**config.mk**
```make
export PLATFORM = sky130hd
export DESIGN_NAME = mult_seq_ctrl
export DESIGN_NICKNAME = d
export VERILOG_FILES = /design/src/rtl/mult_seq_pkg.sv /design/src/rtl/mult_pp_gen.sv /design/src/rtl/mult_seq_ctrl.sv
export SDC_FILE = /design/constraint.sdc
export NUM_CORES = 1
export LEC_CHECK = 0
export ABC_CLOCK_PERIOD_IN_PS = 9800
export CAP_MARGIN = 20
export CORE_AREA = 3 3 303 305
export CTS_BUF_LIST = sky130_fd_sc_hd__clkbuf_4 sky130_fd_sc_hd__clkbuf_8 sky130_fd_sc_hd__clkbuf_16
export DETAILED_ROUTE_END_ITERATION = 8
export DIE_AREA = 0 0 306 308
export PLACE_DENSITY = 0.43
export SYNTH_ARGS = -nofsm -noshare
export SYNTH_HDL_FRONTEND = slang
export SYNTH_HIERARCHICAL = 1
export SYNTH_SLANG_ARGS = --single-unit
```
**constraint.sdc**
```tcl
create_clock -name i_clk -period 9.8 [get_ports i_clk]
set_clock_uncertainty 0.1 [all_clocks]
set_input_delay 1.96 -clock i_clk [delete_from_list [all_inputs] [get_ports i_clk]]
set_output_delay 1.96 -clock i_clk [all_outputs]
set_load 0.01 [all_outputs]
```
**src/rtl/mult_seq_pkg.sv**
```systemverilog
// Shared types and constants for the sequential radix-4 multiply controller.
// The early-termination test below is only used when MULT_EARLY_TERM_EN is defined.
package mult_seq_pkg;

    localparam int ITER_COUNT    = 16;
    localparam int BITS_PER_ITER = 2;
    localparam int DATA_W        = 32;
    localparam int ACC_W         = 64;
    localparam int K_W           = $clog2(ITER_COUNT);

    typedef enum logic [1:0] {
        ST_IDLE = 2'd0,
        ST_ITER = 2'd1,
        ST_CORR = 2'd2,
        ST_DONE = 2'd3
    } state_t;

    // True when the multiplier bits above iteration k are all zero.
    function automatic logic upper_b_zero(input logic [DATA_W-1:0] b, input logic [K_W-1:0] k);
        logic [5:0] w_sh;
        w_sh = 6'(({2'b00, k} + 6'd1) * 6'(BITS_PER_ITER));
        return (b >> w_sh) == {DATA_W{1'b0}};
    endfunction

endpackage

```
**src/rtl/mult_pp_gen.sv**
```systemverilog
// Partial-product selector: the two shifted multiplicand rows for iteration k,
// or the two's-complement correction rows that subtract A64*2^32.
module mult_pp_gen
    import mult_seq_pkg::*;
(
    input  logic [ACC_W-1:0]  i_a64,
    input  logic [DATA_W-1:0] i_b,
    input  logic [K_W-1:0]    i_k,
    input  logic              i_iter,
    input  logic              i_corr,
    output logic [ACC_W-1:0]  o_i3,
    output logic [ACC_W-1:0]  o_i4
);

    logic [4:0] w_bit0;
    logic [4:0] w_bit1;

    assign w_bit0 = {i_k, 1'b0};
    assign w_bit1 = {i_k, 1'b1};

    // Row selection; the correction adds ~(A<<32) + 1, i.e. subtracts A<<32.
    always_comb begin
        o_i3 = {ACC_W{1'b0}};
        o_i4 = {ACC_W{1'b0}};
        if (i_corr) begin
            o_i3 = ~(i_a64 << 6'd32);
            o_i4 = 64'd1;
        end else if (i_iter) begin
            if (i_b[w_bit0]) begin
                o_i3 = i_a64 << w_bit0;
            end else begin
                o_i3 = {ACC_W{1'b0}};
            end
            if (i_b[w_bit1]) begin
                o_i4 = i_a64 << w_bit1;
            end else begin
                o_i4 = {ACC_W{1'b0}};
            end
        end else begin
            o_i3 = {ACC_W{1'b0}};
            o_i4 = {ACC_W{1'b0}};
        end
    end

endmodule

```
**src/rtl/mult_seq_ctrl.sv**
```systemverilog
// Sequential 32x32(+64) multiplier controller driving an external 4:2 compressor row.
// Optional build macro: MULT_EARLY_TERM_EN stops iterating once the remaining multiplier bits are zero.
module mult_seq_ctrl
    import mult_seq_pkg::*;
(
    input  logic              i_clk,
    input  logic              i_rst,
    input  logic              i_start,
    input  logic              i_abort,
    input  logic [DATA_W-1:0] i_op_a,
    input  logic [DATA_W-1:0] i_op_b,
    input  logic [ACC_W-1:0]  i_acc,
    input  logic              i_signed,
    input  logic              i_accum,
    output logic [ACC_W-1:0]  o_cmp_i1,
    output logic [ACC_W-1:0]  o_cmp_i2,
    output logic [ACC_W-1:0]  o_cmp_i3,
    output logic [ACC_W-1:0]  o_cmp_i4,
    output logic [ACC_W-1:0]  o_cmp_ci,
    input  logic [ACC_W-1:0]  i_cmp_c1,
    input  logic [ACC_W-1:0]  i_cmp_s1,
    input  logic [ACC_W-1:0]  i_cmp_s0,
    output logic              o_busy,
    output logic              o_done,
    output logic [ACC_W-1:0]  o_res_sum,
    output logic [ACC_W-1:0]  o_res_carry
);

    state_t              r_state;
    logic [ACC_W-1:0]    r_sum;
    logic [ACC_W-1:0]    r_carry;
    logic [K_W-1:0]      r_k;
    logic [ACC_W-1:0]    r_a64;
    logic [DATA_W-1:0]   r_b;
    logic                r_signed;
    logic                r_busy;
    logic                r_done;

    logic                w_iter;
    logic                w_corr;
    logic                w_last_iter;
    logic                w_need_corr;
    logic [ACC_W-1:0]    w_pp3;
    logic [ACC_W-1:0]    w_pp4;

    assign w_iter      = (r_state == ST_ITER);
    assign w_corr      = (r_state == ST_CORR);
    assign w_need_corr = r_signed & r_b[DATA_W-1];

`ifdef MULT_EARLY_TERM_EN
    assign w_last_iter = (r_k == K_W'(ITER_COUNT - 1)) || upper_b_zero(r_b, r_k);
`else
    assign w_last_iter = (r_k == K_W'(ITER_COUNT - 1));
`endif

    mult_pp_gen u_pp_gen (
        .i_a64  (r_a64),
        .i_b    (r_b),
        .i_k    (r_k),
        .i_iter (w_iter),
        .i_corr (w_corr),
        .o_i3   (w_pp3),
        .o_i4   (w_pp4)
    );

    // Compressor row operands are only live while the row is being accumulated.
    always_comb begin
        o_cmp_i1 = {ACC_W{1'b0}};
        o_cmp_i2 = {ACC_W{1'b0}};
        if (w_iter || w_corr) begin
            o_cmp_i1 = r_sum;
            o_cmp_i2 = r_carry;
        end else begin
            o_cmp_i1 = {ACC_W{1'b0}};
            o_cmp_i2 = {ACC_W{1'b0}};
        end
    end

    assign o_cmp_i3    = w_pp3;
    assign o_cmp_i4    = w_pp4;
    assign o_cmp_ci    = i_cmp_c1 << 6'd1;
    assign o_busy      = r_busy;
    assign o_done      = r_done;
    assign o_res_sum   = r_sum;
    assign o_res_carry = r_carry;

    // Control FSM with operand latches and the redundant sum/carry accumulator.
    always_ff @(posedge i_clk or posedge i_rst) begin
        if (i_rst) begin
            r_state  <= ST_IDLE;
            r_sum    <= {ACC_W{1'b0}};
            r_carry  <= {ACC_W{1'b0}};
            r_k      <= {K_W{1'b0}};
            r_a64    <= {ACC_W{1'b0}};
            r_b      <= {DATA_W{1'b0}};
            r_signed <= 1'b0;
            r_busy   <= 1'b0;
            r_done   <= 1'b0;
        end else begin
            r_done <= 1'b0;
            case (r_state)
                ST_IDLE: begin
                    if (i_start) begin
                        r_state  <= ST_ITER;
                        r_busy   <= 1'b1;
                        r_sum    <= i_accum ? i_acc : {ACC_W{1'b0}};
                        r_carry  <= {ACC_W{1'b0}};
                        r_k      <= {K_W{1'b0}};
                        r_a64    <= {{DATA_W{i_op_a[DATA_W-1] & i_signed}}, i_op_a};
                        r_b      <= i_op_b;
                        r_signed <= i_signed;
                    end else begin
                        r_busy <= 1'b0;
                    end
                end
                ST_ITER: begin
                    if (i_abort) begin
                        r_state <= ST_IDLE;
                        r_busy  <= 1'b0;
                    end else begin
                        r_sum   <= i_cmp_s0;
                        r_carry <= i_cmp_s1 << 6'd1;
                        r_k     <= r_k + K_W'(1);
                        if (w_last_iter) begin
                            if (w_need_corr) begin
                                r_state <= ST_CORR;
                            end else begin
                                r_state <= ST_DONE;
                                r_done  <= 1'b1;
                            end
                        end else begin
                            r_state <= ST_ITER;
                        end
                    end
                end
                ST_CORR: begin
                    if (i_abort) begin
                        r_state <= ST_IDLE;
                        r_busy  <= 1'b0;
                    end else begin
                        r_sum   <= i_cmp_s0;
                        r_carry <= i_cmp_s1 << 6'd1;
                        r_state <= ST_DONE;
                        r_done  <= 1'b1;
                    end
                end
                ST_DONE: begin
                    r_state <= ST_IDLE;
                    r_busy  <= 1'b0;
                end
                default: begin
                    r_state <= ST_IDLE;
                    r_busy  <= 1'b0;
                end
            endcase
        end
    end

endmodule

```
==> results of run 1 <==
## through the flow
step	power, mW	std cells	cell area (sq um)	hold slack, ns
2_1_floorplan	4.49	1410	13800	0.369
3_3_place_gp	7.41	3058	20800	0.382
3_5_place_dp	7.44	3058	20800	0.393
4_1_cts	8.58	3106	21700	0.407
5_1_grt	8.97	3106	21700	0.418
6_report	8.43	3109	21700	0.403
## power by group through the flow
stage	Clock [mW]	Combinational (mW)	Sequential, mW
after global routing	1.16	5.99	1.82
after floorplan	0	2.87	1.62
after CTS	1.13	5.67	1.78
after detailed placement	0	5.65	1.79
after global placement	0	5.64	1.78
final	1.07	5.59	1.77
## kinds of logic (layout without fill, tap and decap cells)
| family | count (synthesis) | after routing | synth area share [%] |
|---|---|---|---|
| flip-flops | 201 | 201 | 36.4 |
| buffers and inverters | 265 | 785 | 10.4 |
| adder cells (fa/ha/maj) | 5 | 5 | 0.452 |
| AND/OR/NAND/NOR | 388 | 388 | 14.8 |
| AO/OA/AOI/OAI | 288 | 288 | 13.8 |
| multiplexers | 260 | 260 | 24.2 |
| other | 1 | 6 | 0.0271 |
## layout by cell type, fill, tap and decap left out, types with 6 or more instances in the layout
cell type	instances
clkinv_2	8
o22ai_1	38
a22o_1	65
a21o_1	10
o21ai_0	80
mux2i_1	58
mux4_2	33
mux4_1	7
buf_4	15
nor2_1	82
mux2_1	13
and2_1	130
a31oi_1	6
inv_1	72
dfrtp_1	197
nand2b_1	8
nand2_1	74
mux2_2	148
o21ai_1	35
nor2b_1	11
clkbuf_16	29
nand4_1	64
a21oi_1	16
clkdlybuf4s50_1	644
## Yosys cell counts, types with 3 or more instances
library cell  number
mux2_2           148
nor2b_1           12
a21oi_1           16
o22ai_1           38
a221oi_1           4
o22a_1             5
buf_6             10
ha_1               5
a22o_1            65
nor3_1             3
nand4_1           64
a222oi_1           5
buf_1              5
o21ai_1           35
nand2_1           75
buf_2             29
a31oi_1            6
mux2_1            13
nand2b_1           9
nand3_1            5
mux4_1             7
a22oi_1            4
o21ai_0           80
o211ai_1           5
o32ai_1            3
a21o_1            10
inv_1             74
and2_1           130
clkbuf_1          64
mux2i_1           58
mux4_2            33
buf_4             77
dfrtp_1          201
nor2_1            82
## per-layer routing
metal	up-vias	GRT usage (%)	routed length (microns)
met4	6	4.93	2600
li1	5998	-	-
met5	-	0	38
met1	6581	16.9	28500
met2	600	27.1	37100
met3	129	4.02	5570
## worst register-to-register path, cell delays in order (launching register included)
cell and delay (ns):
dfrtp_1 0.38, inv_1 0.11, ha_4 0.78, buf_4 0.58
nand2b_1 0.23, a21oi_4 0.47, buf_4 0.76, mux2_2 0.51
## how the worst max path moves through the flow
stage | endpoint | slack (ns)
after CTS | o_cmp_i3[36] | 3.13
after global placement | o_cmp_i3[36] | 3.79
final | o_cmp_i3[36] | 3.25
after floorplan | o_busy | 2.26
after detailed placement | o_cmp_i3[36] | 3.80
after global routing | o_cmp_i3[4] | 2.91
## flip-flops by register name, indices dropped and copies added, names as in the netlist
| name | count |
|---|---|
| o_done | 1 |
| o_res_carry | 63 |
| r_b | 32 |
| r_k | 4 |
| r_a64 | 33 |
| r_state | 2 |
| o_res_sum | 64 |
| o_busy | 1 |
| r_signed | 1 |
## cell type report
class                      instances  area, sq um  share of cell area, %
inverter                          77          298                   1.37
tap                             1176         1470                   6.77
multi-input combinational        944         7410                   34.1
clock inverter                    11          134                  0.616
timing repair buffer             660         6580                   30.3
antenna                            3         7.51                 0.0345
sequential                       201         5040                   23.2
clock buffer                      37          805                   3.70
==> flow_summary.ini, run 1 <==
[worst_hold_path]
min_path_type = reg -> reg
hold_path_end = r_b[23]
worstHoldPathCells = 1
worstHoldStart = r_b[23]

[detailed_routing]
routed_wl_microns = 73900
drtIter0Drc = 538
dr.pass1.iters = 5
drc_errors = 0
ant_nets = 0
drt-vias-per-instance = 4.28
routedWlPerCell_microns = 23.8
vias = 13314

[synthesis]
synth_warnings = 6
netlist_area_sq_um = 13800
synthDistinctLibCells = 54
synth_top_area_share_pct = 36.4
synth_area_leaders = dfrtp_1 (36%), mux2_2 (12%), and2_1 (5.9%)
syn_inst = 1408
seq_area_frac_synth_pct = 36.4
synth-edff-count = 0
synth-main-ff-cell = dfrtp_1
syn_area_per_cell_sq_um = 9.82
yosysTopAreaCell = dfrtp_1
synth_seq_cells = 201
ys_async_sr_fraction_pct = 100

[worst_setup_path]
crit_type = reg -> out
path_max_fanout = 68
startpoint_type = flip-flop
rr_worst_depth = 7
cp_top_family = buffers and inverters
crit_path_start = r_k[0]
slowest_stage = buf_4
endpoint_kind = output port
r2r-start = r_state[1]
crit_path_cell_trace = buf_4 -> mux4_4 -> nand2_1 -> nand2_1 -> a222oi_1 -> o22ai_1 -> clkdlybuf4s50_1
required_ns = 7.74
crit_buf_inv = 2
critPathArrivalTime_ns = 4.49
r2r_slack_ns = 5.75
cp.depth = 7
cpPeakStageDelay_ns = 0.81
cp_common_cell = nand2_1
reg2reg_to = o_res_sum[1]

[finish]
area_growth_pct = 57.2
final_util_pct = 24.3
final_layout_size_suffix_gt1_share_pct = 13.6
final_nets = 2243
nFillCells = 9597

[sta]
period_needed_ns = 6.55
hold_viol = 0
max_freq_mhz = 153
worstMarginPinSlew_ns = 1.03
slew_viol_final = 0
post-route-period-util_pct = 66.8
setup_ws_ns = 3.25
rsz0062_at_grt = false
maxSlewHeadroom_pct = 31.4
finalSetupTns_ns = 0
finalSetupViolCount = 0

[clocking]
path_clk_slew_ns = 0.06
cts_buffers = 28
cts_tree = done
postCtsSetupBuffers = 0
cts_hold_buf = 0
clockRootBuffer = clkbuf_16
cts-resized-gates = 0
cts_buffer_depth = 3
cts.sinks = 201
htreeDepth = 1
clkLatencyLatePin_ns = 0.58

[power]
p_comb_share_pct = 66.3
pwr-share-seq_pct = 20.9
pwr_density_cell_nw_per_um2 = 388
switching_share_pct = 45.3
vdd_ir_drop_max_uv = 169
internal_power_mw = 4.61
leakage_nw = 8.42
p_clk_share_pct = 12.7
p_sw_mw = 3.82

[placed_design]
place_ws_ns = 3.80
portBuffers = 644
routabilityCongestion = 0.842
dp_hpwl_microns = 57000

[global_route]
grt_pass1_wl_microns = 104000
grt_max_degree = 106
antenna_found_initial = 7
grt_pass1_vias = 13850
grt_overflow = 0
grt_usage_pct = 14.9

[floorplan]
num_io_pins = 776
die-area_sq_um = 94200
initial_core_util_pct = 15.4
fp.dieH_microns = 308
dieWidth_microns = 306
core-area_sq_um = 89600
placementRows = 110

[run]
maxCapViolations = 0

[outcome]
status = completed
(Power assumes the default switching activity.)
==> run 2: changes to the inputs <==
--- a/config.mk
+++ b/config.mk
@@ -5,7 +5,7 @@
 export SDC_FILE = /design/constraint.sdc
 export NUM_CORES = 1
 export LEC_CHECK = 0
-export ABC_CLOCK_PERIOD_IN_PS = 9800
+export ABC_CLOCK_PERIOD_IN_PS = 6700
 export CAP_MARGIN = 20
 export CORE_AREA = 3 3 303 305
 export CTS_BUF_LIST = sky130_fd_sc_hd__clkbuf_4 sky130_fd_sc_hd__clkbuf_8 sky130_fd_sc_hd__clkbuf_16
==> constraint.sdc (replaced) <==
create_clock -name i_clk -period 6.7 [get_ports i_clk]
set_clock_uncertainty 0.1 [all_clocks]
set_input_delay 1.34 -clock i_clk [delete_from_list [all_inputs] [get_ports i_clk]]
set_output_delay 1.34 -clock i_clk [all_outputs]
set_load 0.01 [all_outputs]
==> run 2 against run 1 <==
Compared with the run above: first-iteration DRC count is 44% higher; register-to-register slack worse by 2.5 ns; design area up 0.33%; critical path type unchanged.
==> flow_summary.ini, run 2 (synthesized netlist as in run 1, its figures left out) <==
[outcome]
status = completed

[sta]
slew_viol_final = 0
hold_viol = 0
finalSetupViolCount = 0
finalSetupTns_ns = 0
post-route-period-util_pct = 82.6
worstMarginPinSlew_ns = 1.05
max_freq_mhz = 181
rsz0062_at_grt = false
maxSlewHeadroom_pct = 30.0
period_needed_ns = 5.53

[power]
p_comb_share_pct = 66.2
power.total_mw = 12.2
p_clk_share_pct = 12.5
switching_share_pct = 45.1
p_sw_mw = 5.52
pwr-share-seq_pct = 21.3
internal_power_mw = 6.73
pwr_density_cell_nw_per_um2 = 562
vdd_ir_drop_max_uv = 177
leakage_nw = 8.45

[clocking]
cts_buffers = 29
clockRootBuffer = clkbuf_16
path_clk_slew_ns = 0.07
postCtsSetupBuffers = 0
htreeDepth = 1
clkLatencyLatePin_ns = 0.57
cts_hold_buf = 0
cts_tree = done
cts_buffer_depth = 3
cts.sinks = 201
cts-resized-gates = 0

[finish]
area_growth_pct = 57.7
final_nets = 2252
largest_register_ffs = 64
final_cell_mix = clkdlybuf4s50_1 (644), dfrtp_1 (197), mux2_2 (148), and2_1 (130), nor2_1 (82)
final_util_pct = 24.3
final_layout_size_suffix_gt1_share_pct = 14.0
fin_area_sq_um = 21800
final_common_cell = clkdlybuf4s50_1

[placed_design]
portBuffers = 644
dp_hpwl_microns = 57600
place_area_sq_um = 20900
routabilityCongestion = 0.840

[worst_setup_path]
critPathArrivalTime_ns = 4.09
path_max_fanout = 24
r2r-start = r_state[0]
crit_type = reg -> out
r2r_slack_ns = 3.29
endpoint_kind = output port
rr_worst_depth = 7
required_ns = 5.26
startpoint_type = flip-flop
reg2reg_to = o_res_sum[50]

[global_route]
grt_pass1_vias = 13875
grt_max_degree = 144
antenna_found_initial = 18
grt_pass1_wl_microns = 104000
grt_usage_pct = 15.1
grt_overflow = 0

[worst_hold_path]
hold_path_end = r_b[13]
min_path_type = reg -> reg
worstHoldPathCells = 1
worstHoldStart = r_b[13]

[detailed_routing]
drt-vias-per-instance = 4.27
routed_wl_microns = 74300
vias = 13326
drc_errors = 0
dr.pass1.iters = 5
drtIter0Drc = 777
ant_nets = 0
routedWlPerCell_microns = 23.8

[floorplan]
die-area_sq_um = 94200
initial_core_util_pct = 15.4
placementRows = 110
fp.dieH_microns = 308
num_io_pins = 776
core-area_sq_um = 89600
dieWidth_microns = 306

[run]
maxCapViolations = 0
run 2: changes by cell type in the layout (fill, tap and decap cells not counted), sizes merged:
cell      previous run  this run
buf                 16        24
diode                3         6
clkbuf              37        39
clkinvlp             0         2
inv                 74        75
clkinv              11        10
bufinv               3         1
run 2: how the worst max path moves through the flow:
stage	start	endpoint	slack [ns]	cells after the start
after CTS	r_k[0]	o_cmp_i3[36]	1.09	7
after global placement	r_k[0]	o_cmp_i3[36]	1.75	7
after detailed placement	r_k[1]	o_cmp_i3[38]	1.73	7
after floorplan	i_rst	o_busy	2.66	1
after global routing	r_k[2]	o_cmp_i3[0]	0.91	6
final	r_k[2]	o_cmp_i3[0]	1.17	6
run 2: critical path, stage by stage, from the launching register on:
cell and delay (ns):
dfrtp_2 0.75, and2b_1 0.46, a22oi_1 0.33, nand4b_1 0.56
nand2b_1 0.53, o21ai_0 0.25, clkdlybuf4s50_1 0.62
run 2: power by group through the flow:
stage	registers [mW]	clock network [mW]	logic, mW
after floorplan	2.37	0	4.20
after global routing	2.72	1.64	8.70
after global placement	2.64	0	8.19
after CTS	2.65	1.60	8.23
after detailed placement	2.67	0	8.20
final	2.61	1.53	8.11
run 2: metrics by stage:
stage          worst slack [ns]  cells  hold slack (ns)
2_1_floorplan              2.66   1410            0.369
3_3_place_gp               1.75   3066            0.383
3_5_place_dp               1.73   3066            0.391
4_1_cts                    1.09   3116            0.404
5_1_grt                   0.907   3116            0.412
6_report                   1.17   3122            0.398
run 2: area by class of cell:
| type | instances | area, sq um |
|---|---|---|
| Multi-Input combinational cell | 944 | 7410 |
| Tap cell | 1176 | 1470 |
| Inverter | 77 | 294 |
| Fill cell | 9598 | 67800 |
| Antenna cell | 6 | 15.0 |
| Timing Repair Buffer | 668 | 6660 |
| Clock buffer | 39 | 832 |
| Sequential cell | 201 | 5040 |
| Clock inverter | 11 | 90.1 |
run 2: layer usage:
metal  part of all wire, %  vias up  GRT usage, %
li1                      -     6020             -
met1                    37     6488          16.6
met2                    50      645          27.3
met3                   8.8      153          4.83
met4                   3.7       20          5.18
met5                  0.20        -             0
==> run 3: changes to the inputs <==
--- a/config.mk
+++ b/config.mk
@@ -5,7 +5,7 @@
 export SDC_FILE = /design/constraint.sdc
 export NUM_CORES = 1
 export LEC_CHECK = 0
-export ABC_CLOCK_PERIOD_IN_PS = 6700
+export ABC_CLOCK_PERIOD_IN_PS = 5370
 export CAP_MARGIN = 20
 export CORE_AREA = 3 3 303 305
 export CTS_BUF_LIST = sky130_fd_sc_hd__clkbuf_4 sky130_fd_sc_hd__clkbuf_8 sky130_fd_sc_hd__clkbuf_16
==> constraint.sdc (replaced) <==
create_clock -name i_clk -period 5.37 [get_ports i_clk]
set_clock_uncertainty 0.1 [all_clocks]
set_input_delay 1.074 -clock i_clk [delete_from_list [all_inputs] [get_ports i_clk]]
set_output_delay 1.074 -clock i_clk [all_outputs]
set_load 0.01 [all_outputs]
==> run 3 against run 2 <==
Compared with the run above: core utilization increased by 0.28 points; die area unchanged; critical path depth rose by 1; combinational power is 26% higher; first-iteration DRC count is 10% higher; wire length grew 1.1%; register-to-register slack lost 1.2 ns; power increased by 28%; critical path type unchanged; clock-buffer cell count is 1 higher; critical endpoint is now o_cmp_i3[37]; via count up 0.40%.
==> flow_summary.ini, run 3 (synthesized netlist as in run 1, its figures left out) <==
[clocking]
cts.sinks = 201
postCtsSetupBuffers = 0
clockRootBuffer = clkbuf_16
cts_tree = done
clkLatencyLatePin_ns = 0.57
cts_buffer_depth = 3
htreeDepth = 1
cts_hold_buf = 0
cts_buffers = 30
cts-resized-gates = 0
path_clk_slew_ns = 0.06

[detailed_routing]
vias = 13379
ant_nets = 0
routed_wl_microns = 75200
routedWlPerCell_microns = 24.0
drtIter0Drc = 857
drc_errors = 0
dr.pass1.iters = 8
drt-vias-per-instance = 4.27

[finish]
largest_register_ffs = 64
final_common_cell = clkdlybuf4s50_1
final_cell_mix = clkdlybuf4s50_1 (644), dfrtp_1 (197), mux2_2 (148), and2_1 (130), nor2_1 (82)
final_layout_size_suffix_gt1_share_pct = 14.5
fin_cells = 3134
final_nets = 2260
area_growth_pct = 59.5
fin_area_sq_um = 22100

[floorplan]
fp.dieH_microns = 308
dieWidth_microns = 306
num_io_pins = 776
core-area_sq_um = 89600
placementRows = 110
die-area_sq_um = 94200
initial_core_util_pct = 15.4

[power]
vdd_ir_drop_max_uv = 298
power.total_mw = 15.7
pwr_density_cell_nw_per_um2 = 711
leakage_nw = 8.57

[sta]
post-route-period-util_pct = 94.6
period_needed_ns = 5.08
finalSetupTns_ns = 0
slew_viol_final = 0
finalSetupViolCount = 0
setup_ws_ns = 0.289
hold_viol = 0
maxSlewHeadroom_pct = 29.8
rsz0062_at_grt = false
worstMarginPinSlew_ns = 1.05
max_freq_mhz = 197

[placed_design]
place_area_sq_um = 21000
dp_hpwl_microns = 58600
routabilityCongestion = 0.841
portBuffers = 644
dp_cells = 3073
place_ws_ns = 0.879

[worst_setup_path]
crit_type = reg -> out
critPathArrivalTime_ns = 3.91
endpoint_kind = output port
required_ns = 4.20
startpoint_type = flip-flop
path_max_fanout = 65

[global_route]
grt_max_degree = 112
grt_overflow = 0
grt_usage_pct = 15.2
antenna_found_initial = 13
grt_pass1_vias = 14200
grt_pass1_wl_microns = 105000

[run]
maxCapViolations = 0

[worst_hold_path]
min_path_type = reg -> reg

[outcome]
status = completed
run 3: worst paths after layout:
check / start / end / slack (ns) / depth (start not counted)
min in group asynchronous: i_rst / o_res_carry[39] / 0.88 / 3
max in group asynchronous: i_rst / r_k[0] / 3.44 / 3
max reg2reg: r_state[1] / o_res_sum[28] / 2.14 / 6
min: r_b[9] / r_b[9] / 0.40 / 1
min reg2reg: r_b[9] / r_b[9] / 0.40 / 1
max: r_k[0] / o_cmp_i3[37] / 0.29 / 7
run 3: per-layer routing:
layer | up-vias | part of all wire [%] | GRT usage (%)
met5 | - | 0.12 | 0
met4 | 12 | 3.9 | 5.30
met3 | 160 | 8.8 | 4.61
met2 | 675 | 51 | 27.8
met1 | 6481 | 37 | 16.5
li1 | 6051 | - | -
run 3: layout make-up:
type / count / area (sq um)
tap: 1176 / 1470
fill: 9577 / 67500
clock inverter: 14 / 191
multi-input combinational: 944 / 7410
inverter: 77 / 294
timing repair buffer: 675 / 6740
clock buffer: 40 / 900
sequential: 201 / 5040
antenna: 7 / 17.5
run 3: report_power, final:
group	total [mW]	internal (mW)	switching, mW
registers	3.28	2.24	1.04
clock network	2.18	1.36	0.816
logic	10.2	5.09	5.14
run 3: stage by stage:
stage | utilization [%] | hold slack (ns)
floorplan | - | 0.369
global placement | 23.4 | 0.386
detailed placement | 23.4 | 0.391
CTS | 24.6 | 0.403
global route | 24.6 | 0.415
finish | 24.6 | 0.402
run 3: critical path, stage by stage (launching register included):
cell and delay (ns):
dfrtp_4 0.62, buf_12 0.34, mux4_1 0.64, nand2_1 0.09, nand2_1 0.08, a222oi_1 0.79, o22ai_1 0.16, clkdlybuf4s50_1 0.53
